[src/rtl/regfile_16_pkg.sv]
// Shared constants and the write/claim address decoder for the 16-entry register file.
package regfile_16_pkg;

   localparam int DATA_W   = 32;
   localparam int ADDR_W   = 4;
   localparam int NUM_REGS = 16;
   localparam logic [ADDR_W-1:0] ZERO_REG = 4'd0;

   // One-hot decode with entry 0 masked off, so r0 can never be written or claimed.
   function automatic logic [NUM_REGS-1:0] decode_nz(input logic en,
                                                      input logic [ADDR_W-1:0] addr);
      logic [NUM_REGS-1:0] hot;
      hot = '0;
      if (en) begin
         hot[addr] = 1'b1;
      end
      hot[ZERO_REG] = 1'b0;
      return hot;
   endfunction

endpackage

[src/rtl/regfile_16_mux_16.sv]
// Sixteen-way select shared by the data and busy read paths.
module mux_16 #(
   parameter int W = 32
) (
   input  logic [3:0]   sel,
   input  logic [W-1:0] din [16],
   output logic [W-1:0] dout
);

   assign dout = din[sel];

endmodule

[src/rtl/regfile_16_reg32.sv]
// Storage element for one register-file entry: enable-gated load, synchronous clear.
module reg32
   import regfile_16_pkg::*;
#(
   parameter int W = DATA_W
) (
   input  logic         clock,
   input  logic         reset,
   input  logic         en,
   input  logic [W-1:0] d,
   output logic [W-1:0] q
);

   always_ff @(posedge clock) begin
      if (reset) begin
         q <= '0;
      end else if (en) begin
         q <= d;
      end
   end

endmodule

[src/rtl/regfile_16.sv]
// 16 x 32 register file: two combinational read ports with write bypass, one write
// port, and a pending bit per register set by claims and cleared by writes.
module regfile_16 #(
   parameter int DATA_W   = 32,
   parameter int NUM_REGS = 16
) (
   input  logic              clock,
   input  logic              reset,
   input  logic              ctrl_writeEnable,
   input  logic [3:0]        ctrl_writeReg,
   input  logic [DATA_W-1:0] data_writeReg,
   input  logic              ctrl_claim,
   input  logic [3:0]        ctrl_claimReg,
   input  logic [3:0]        ctrl_readRegA,
   input  logic [3:0]        ctrl_readRegB,
   output logic [DATA_W-1:0] data_readRegA,
   output logic [DATA_W-1:0] data_readRegB,
   output logic              busyA,
   output logic              busyB
);
   import regfile_16_pkg::*;

   logic [NUM_REGS-1:0] write_hot;
   logic [NUM_REGS-1:0] claim_hot;
   logic [DATA_W-1:0]   regs     [NUM_REGS];
   logic [0:0]          pend_sel [NUM_REGS];
   logic [NUM_REGS-1:1] pend;
   logic [DATA_W-1:0]   stored_a, stored_b;
   logic [0:0]          pend_a, pend_b;
   logic                write_live, bypass_a, bypass_b;

   // Reset gates both decoders, which suppresses writes, claims and the bypass together.
   assign write_live = ctrl_writeEnable && !reset && (ctrl_writeReg != ZERO_REG);
   assign write_hot  = decode_nz(ctrl_writeEnable && !reset, ctrl_writeReg);
   assign claim_hot  = decode_nz(ctrl_claim && !reset, ctrl_claimReg);

   assign regs[0]     = '0;
   assign pend_sel[0] = 1'b0;

   for (genvar i = 1; i < NUM_REGS; i++) begin : g_entry
      reg32 #(.W(DATA_W)) u_reg (
         .clock (clock),
         .reset (reset),
         .en    (write_hot[i]),
         .d     (data_writeReg),
         .q     (regs[i])
      );
      assign pend_sel[i] = pend[i];
   end

   // Claim is applied after the write clear, so a same-register claim leaves the bit set.
   always_ff @(posedge clock) begin
      if (reset) begin
         pend <= '0;
      end else begin
         pend <= (pend & ~write_hot[NUM_REGS-1:1]) | claim_hot[NUM_REGS-1:1];
      end
   end

   mux_16 #(.W(DATA_W)) u_mux_data_a (.sel(ctrl_readRegA), .din(regs),     .dout(stored_a));
   mux_16 #(.W(DATA_W)) u_mux_data_b (.sel(ctrl_readRegB), .din(regs),     .dout(stored_b));
   mux_16 #(.W(1))      u_mux_busy_a (.sel(ctrl_readRegA), .din(pend_sel), .dout(pend_a));
   mux_16 #(.W(1))      u_mux_busy_b (.sel(ctrl_readRegB), .din(pend_sel), .dout(pend_b));

   assign bypass_a = write_live && (ctrl_writeReg == ctrl_readRegA);
   assign bypass_b = write_live && (ctrl_writeReg == ctrl_readRegB);

   // A bypassed read shows the incoming data and the pending state it will have after the edge.
   assign data_readRegA = bypass_a ? data_writeReg : stored_a;
   assign data_readRegB = bypass_b ? data_writeReg : stored_b;
   assign busyA         = bypass_a ? claim_hot[ctrl_readRegA] : pend_a[0];
   assign busyB         = bypass_b ? claim_hot[ctrl_readRegB] : pend_b[0];

endmodule
[config.mk]
export PLATFORM = sky130hd
export DESIGN_NAME = regfile_16
export DESIGN_NICKNAME = d
export VERILOG_FILES = /design/src/rtl/regfile_16_pkg.sv /design/src/rtl/regfile_16_mux_16.sv /design/src/rtl/regfile_16_reg32.sv /design/src/rtl/regfile_16.sv
export SDC_FILE = /design/constraint.sdc
export NUM_CORES = 2
export LEC_CHECK = 0
export CORE_ASPECT_RATIO = 1.75
export CORE_UTILIZATION = 56
export CTS_BUF_LIST = sky130_fd_sc_hd__clkbuf_2 sky130_fd_sc_hd__clkbuf_4 sky130_fd_sc_hd__clkbuf_8
export CTS_CLUSTER_DIAMETER = 200
export DETAILED_ROUTE_END_ITERATION = 8
export PLACE_DENSITY = 0.75
export SETUP_SLACK_MARGIN = 0.1
export SYNTH_ARGS = -nofsm -noshare
export SYNTH_HDL_FRONTEND = slang
export SYNTH_HIERARCHICAL = 1
export SYNTH_SLANG_ARGS = --single-unit
[constraint.sdc]
create_clock -name clock -period 3.9 [get_ports clock]
set_input_delay 0.585 -clock clock [delete_from_list [all_inputs] [get_ports clock]]
set_output_delay 0.585 -clock clock [all_outputs]
set_load 0.03 [all_outputs]
# Yosys cells after proc, flatten, opt, wreduce, memory -nomap -nowiden
# Index checks and enable logic that the tools add are counted.
dict set report word_totals {
  elab_cells 66
  inputBits 52
  output_inout_bits 66
  regBits 495
}
dict set report op_classes {
  reduce_logical 9
  muxes 26
  order_cmp 8
  n_bitwise 5
  eq_ne 2
}
# op n
set ops {}
lappend ops {{32-bit binary-select mux with 4-bit select} 2}
lappend ops {{32-bit two-way mux} 6}
lappend ops {{16-bit two-way mux} 2}
lappend ops {{4-bit by 5-bit less-than comparator with 1-bit output (second input constant)} 4}
lappend ops {{1-bit binary-select mux with 4-bit select} 4}
lappend ops {{15-bit bitwise AND} 1}
lappend ops {{15-bit inverter} 1}
lappend ops {{15-bit OR} 1}
lappend ops {{5-bit >= comparator (second input constant)} 2}
lappend ops {{1-bit two-way mux} 10}
lappend ops {{4-bit inverter with 5-bit output} 2}
lappend ops {{1-bit demux with 4-bit select} 2}
lappend ops {{4-bit equality test} 2}
lappend ops {{4-bit by 1-bit >= comparator with 1-bit output (second input constant)} 2}
lappend ops {{1-bit logical AND} 7}
lappend ops {{4-bit nonzero test} 1}
lappend ops {{1-bit logical NOT} 1}

# Depth between registers and ports, before layout
dict set report depth {
  depth_word 8
  mapped_depth 8
  ltp_nobuf 6
}

# By module
# The synthesis kept the hierarchy.
# module instances area_per_inst_um2 cells_each seq_area_each_um2
set by_module_without_submodules {}
lappend by_module_without_submodules {reg32 15 1163.6 103 640.6}
lappend by_module_without_submodules {{mux_16 at u_mux_data_a ...} 2 3728.6 271 0.0}
lappend by_module_without_submodules {regfile_16 1 2134.5 219 300.3}
lappend by_module_without_submodules {{mux_16 at u_mux_busy_a ...} 2 135.1 7 0.0}

# Worst setup path after synthesis
# OpenSTA, ideal clock, no wires.
dict set report synth_path {
  path_kind {input-to-output}
  start {input ctrl_readRegB[0]}
  end {output data_readRegB[8]}
  t_arrival_ps 2076
  n_path_buf 2
  cell_stages 6
  required_ps 3315
  setup_slack_ps 1239
  path_cell_list {buf_2 buf_4 mux4_2 a22oi_1 nand2_1 mux2_2}
}
dict set report synth_between {
  elab_chain_cells 5
  word_cells_on_any_way 7
  cone_classes {eq/ne: 1; mux: 4; bitwise: 1; reduce/logical: 1}
}
# item line_no
set synth_rtl {}
lappend synth_rtl {{start: declaration} regfile_16.sv:15} ;# input logic [3:0] ctrl_readRegB,
lappend synth_rtl {{4-bit inverter with 5-bit output (not written as such)} regfile_16_mux_16.sv:10} ;# assign dout = din[sel];
lappend synth_rtl {{32-bit binary-select mux with 4-bit select} regfile_16_mux_16.sv:10}
lappend synth_rtl {{32-bit two-way mux (not written as such) (2 in series)} regfile_16_mux_16.sv:10}
lappend synth_rtl {{named net stored_b[8]} regfile_16.sv:28} ;# logic [DATA_W-1:0] stored_a, stored_b;
lappend synth_rtl {{32-bit two-way mux} regfile_16.sv:70} ;# assign data_readRegB = bypass_b ? data_writeReg : stored_b;
lappend synth_rtl {{end: declaration} regfile_16.sv:17} ;# output logic [DATA_W-1:0] data_readRegB,
# The timed path passes the listed nets, and every way through them passes these cells. The select of a mux whose other input is x is not followed.

# Worst setup path in the final report
dict set report layout_path {
  start {input ctrl_readRegA[2]}
  end {output data_readRegA[18]}
}
dict set report layout_between {
  elab_chain_cells 5
  word_cells_on_any_way 7
  cone_classes {eq/ne: 1; mux: 4; bitwise: 1; reduce/logical: 1}
}
# item line_no
set layout_rtl {}
lappend layout_rtl {{start: declaration} regfile_16.sv:14} ;# input logic [3:0] ctrl_readRegA,
lappend layout_rtl {{4-bit inverter with 5-bit output (not written as such)} regfile_16_mux_16.sv:10}
lappend layout_rtl {{32-bit binary-select mux with 4-bit select} regfile_16_mux_16.sv:10}
lappend layout_rtl {{32-bit two-way mux (not written as such) (2 in series)} regfile_16_mux_16.sv:10}
lappend layout_rtl {{named net stored_a[18]} regfile_16.sv:28}
lappend layout_rtl {{32-bit two-way mux} regfile_16.sv:69} ;# assign data_readRegA = bypass_a ? data_writeReg : stored_a;
lappend layout_rtl {{end: declaration} regfile_16.sv:16} ;# output logic [DATA_W-1:0] data_readRegA,
# The timed path passes the listed nets, and every way through them passes these cells. The select of a mux whose other input is x is not followed.

==> results.cfg <==
[outcome]
status = completed

[floorplan]
floorplan.initialDensity = 0.569
num_rows = 106
coreArea_um2 = 48000
die_x_um = 169
dieArea_um2 = 49700
die_h_um = 294
io_pins = 118

[timing]
min_period_over_period = 0.966
maxSlewViolCount = 0
period_minus_slack_ns = 3.77
setup_violations = 0
hold_viol_final = 0
setup_tns_ns = 0
clock_skew_ns = 0
relSlewSlack = 0.156
max_freq_mhz = 266
max_slew.worst_pin.slew_ns = 1.27
rsz0062_at_grt = no
whs_ns = 0.260

[power_and_ir_drop]
ir_drop_mv = 0.367
powerDensity_nw_per_um2 = 358
totalPowerFinal_mw = 11.0
leakage_nw = 10.9

[layout]
area_growth_pct = 12.3
most-common-layout-cells = dfxtp_1 (495), nor2_1 (486), mux2i_1 (486)
nNetsFinal = 2523
layout_commonest_cell = dfxtp_1
fin_area_um2 = 30700
layout-drive-gt1-share = 0.248

[cts]
clk_pin_slew_worst_paths_ns = 0.06
ctsHtreeMaxLevel = 3
cts_tree = done
cts_root_buf = clkbuf_8
cts_made_buffers = 74
clk_latency_ns = 0.64
clock-sinks = 495
cts_buffer_depth = 3

[synth]
syn_inst = 2320
synth_cell_types = 43
synth_edf_count = 0
synth-main-ff-cell = dfxtp_1
ys_top_cells_by_area = dfxtp_1 (36%), mux4_2 (21%), mux2i_1 (18%)
syn-cell-area_um2 = 27300
async_flop_share = 0
seq_area_frac_synth = 0.363
synth_top_area_frac = 0.363
synth-seq-cells = 495
yosysWarningCount = 6
synth_area_leader_cell = dfxtp_1
syn_area_per_cell_um2 = 11.8

[setup_path]
worstSetupPathType = input port to primary output
required_ns = 3.31
cpMostUsedCell = clkdlybuf4s50_1
start_kind = input port
ff2ff_setup_slack_ns = 3.17
cp_slowest_stage_delay_ns = 0.82
worstPathArrival_ns = 3.18
crit_slowest_cell = clkdlybuf4s50_1
critPathBufInv = 2
cp_cell_sequence = clkdlybuf4s50_1, nor2b_4, a22oi_1, nand2_1, mux2_4, clkdlybuf4s50_1
path_delay_family = buffers and inverters
critPathMaxFanout = 11
end_kind = primary output

[placed_design]
portBuffers = 117
globalplace.congestion = 0.842
dp_hpwl_um = 46800
placed_area_um2 = 28900

[hold_path]
min_path_type = input port to flip-flop

[routing]
firstDrtPassIters = 7
antenna_left = 0
vias_per_cell = 6.29
avgRoutedWirePerCell_um = 24.3
totalWireLength_um = 76900
routed-via-count = 19943
drt_iter0_drc = 1771
drcViolationCount = 0

[global_route]
grt_pass1_wl_um = 118000
first_global_vias = 20632
groute.usage.overall = 0.313
grt_start_max_net_pins = 247
grt_overflow_total = 0
antenna_found_initial = 1

[flow_run]
cap_violations = 0
==> power breakdown <==
group	total [mW]	switching (mW)	internal, mW
registers	5.12	0.0275	5.09
clock network	4.74	2.05	2.69
logic	1.12	0.669	0.449
total	11.0	2.75	8.23
==> stage by stage <==
step / worst slack (ns) / utilization / cells
2_1_floorplan: 1.24 / - / 2385
3_3_place_gp: 0.0556 / 0.601 / 3032
3_5_place_dp: 0.0729 / 0.601 / 3032
4_1_cts: 0.102 / 0.638 / 3164
5_1_grt: 0.123 / 0.639 / 3170
6_report: 0.134 / 0.639 / 3170
==> layout make-up <==
class | count | area (um2)
Clock inverter | 13 | 206
Multi-Input combinational cell | 1679 | 16000
Sequential cell | 495 | 9910
Timing Repair Buffer | 216 | 2310
Clock buffer | 113 | 1440
Inverter | 5 | 18.8
Antenna cell | 1 | 2.50
Tap cell | 648 | 811
Fill cell | 3744 | 17300
==> layer usage <==
layer | GRT usage | vias to the layer above | routed length [um]
met5 | 0 | - | 0
met4 | 0.202 | 0 | 4790
met3 | 0.0487 | 290 | 5190
met2 | 0.544 | 873 | 39200
met1 | 0.357 | 9972 | 27700
li1 | - | 8808 | -
==> synthesized netlist by cell type, types with 18 or more instances <==
cell and count:
a22oi_1 129, buf_12 45, nand2_1 75, mux2_4 58
dfxtp_1 495, clkbuf_1 83, buf_1 18, mux4_2 256
nor2_1 497, buf_6 26, mux2i_1 486, buf_4 22
==> worst register-to-register path, stage by stage (launching register included) <==
cell,delay [ns]
dfxtp_1,0.34
mux2i_1,0.18
nor2_1,0.07
==> timing repair <==
| item | in CTS | in global routing |
|---|---|---|
| buffers inserted | 5 | 5 |
| gates resized for setup | 2 | 0 |
| pin swaps | 2 | 2 |
| hold buffers | 0 | 0 |
| setup endpoints to repair | 13 | 15 |
| gates cloned | 1 | 0 |
==> cell families after synthesis <==
family	after synthesis	share of synthesized area
compound gates	165	0.0436
other cells	1	0.000137
buf+inv	212	0.0667
xor+xnor	14	0.00449
mux	814	0.431
simple gates	619	0.0911
flops	495	0.363
==> registers in the layout, indices dropped and copies added, names as in the netlist <==
signal,cells
pend,15
g_entry.u_reg/q,480
==> final timing paths <==
check | cells past startpoint | from | endpoint
setup / recovery | 6 | ctrl_readRegA[2] | data_readRegA[18]
hold / removal | 2 | reset | g_entry[6].u_reg/q[29]$_SDFFE_PP0P_
setup reg to reg | 2 | g_entry[9].u_reg/q[16]$_SDFFE_PP0P_ | g_entry[9].u_reg/q[16]$_SDFFE_PP0P_
hold reg to reg | 2 | pend[4]$_SDFF_PP0_ | pend[4]$_SDFF_PP0_
Note: power is estimated with default switching activity, not from simulation.
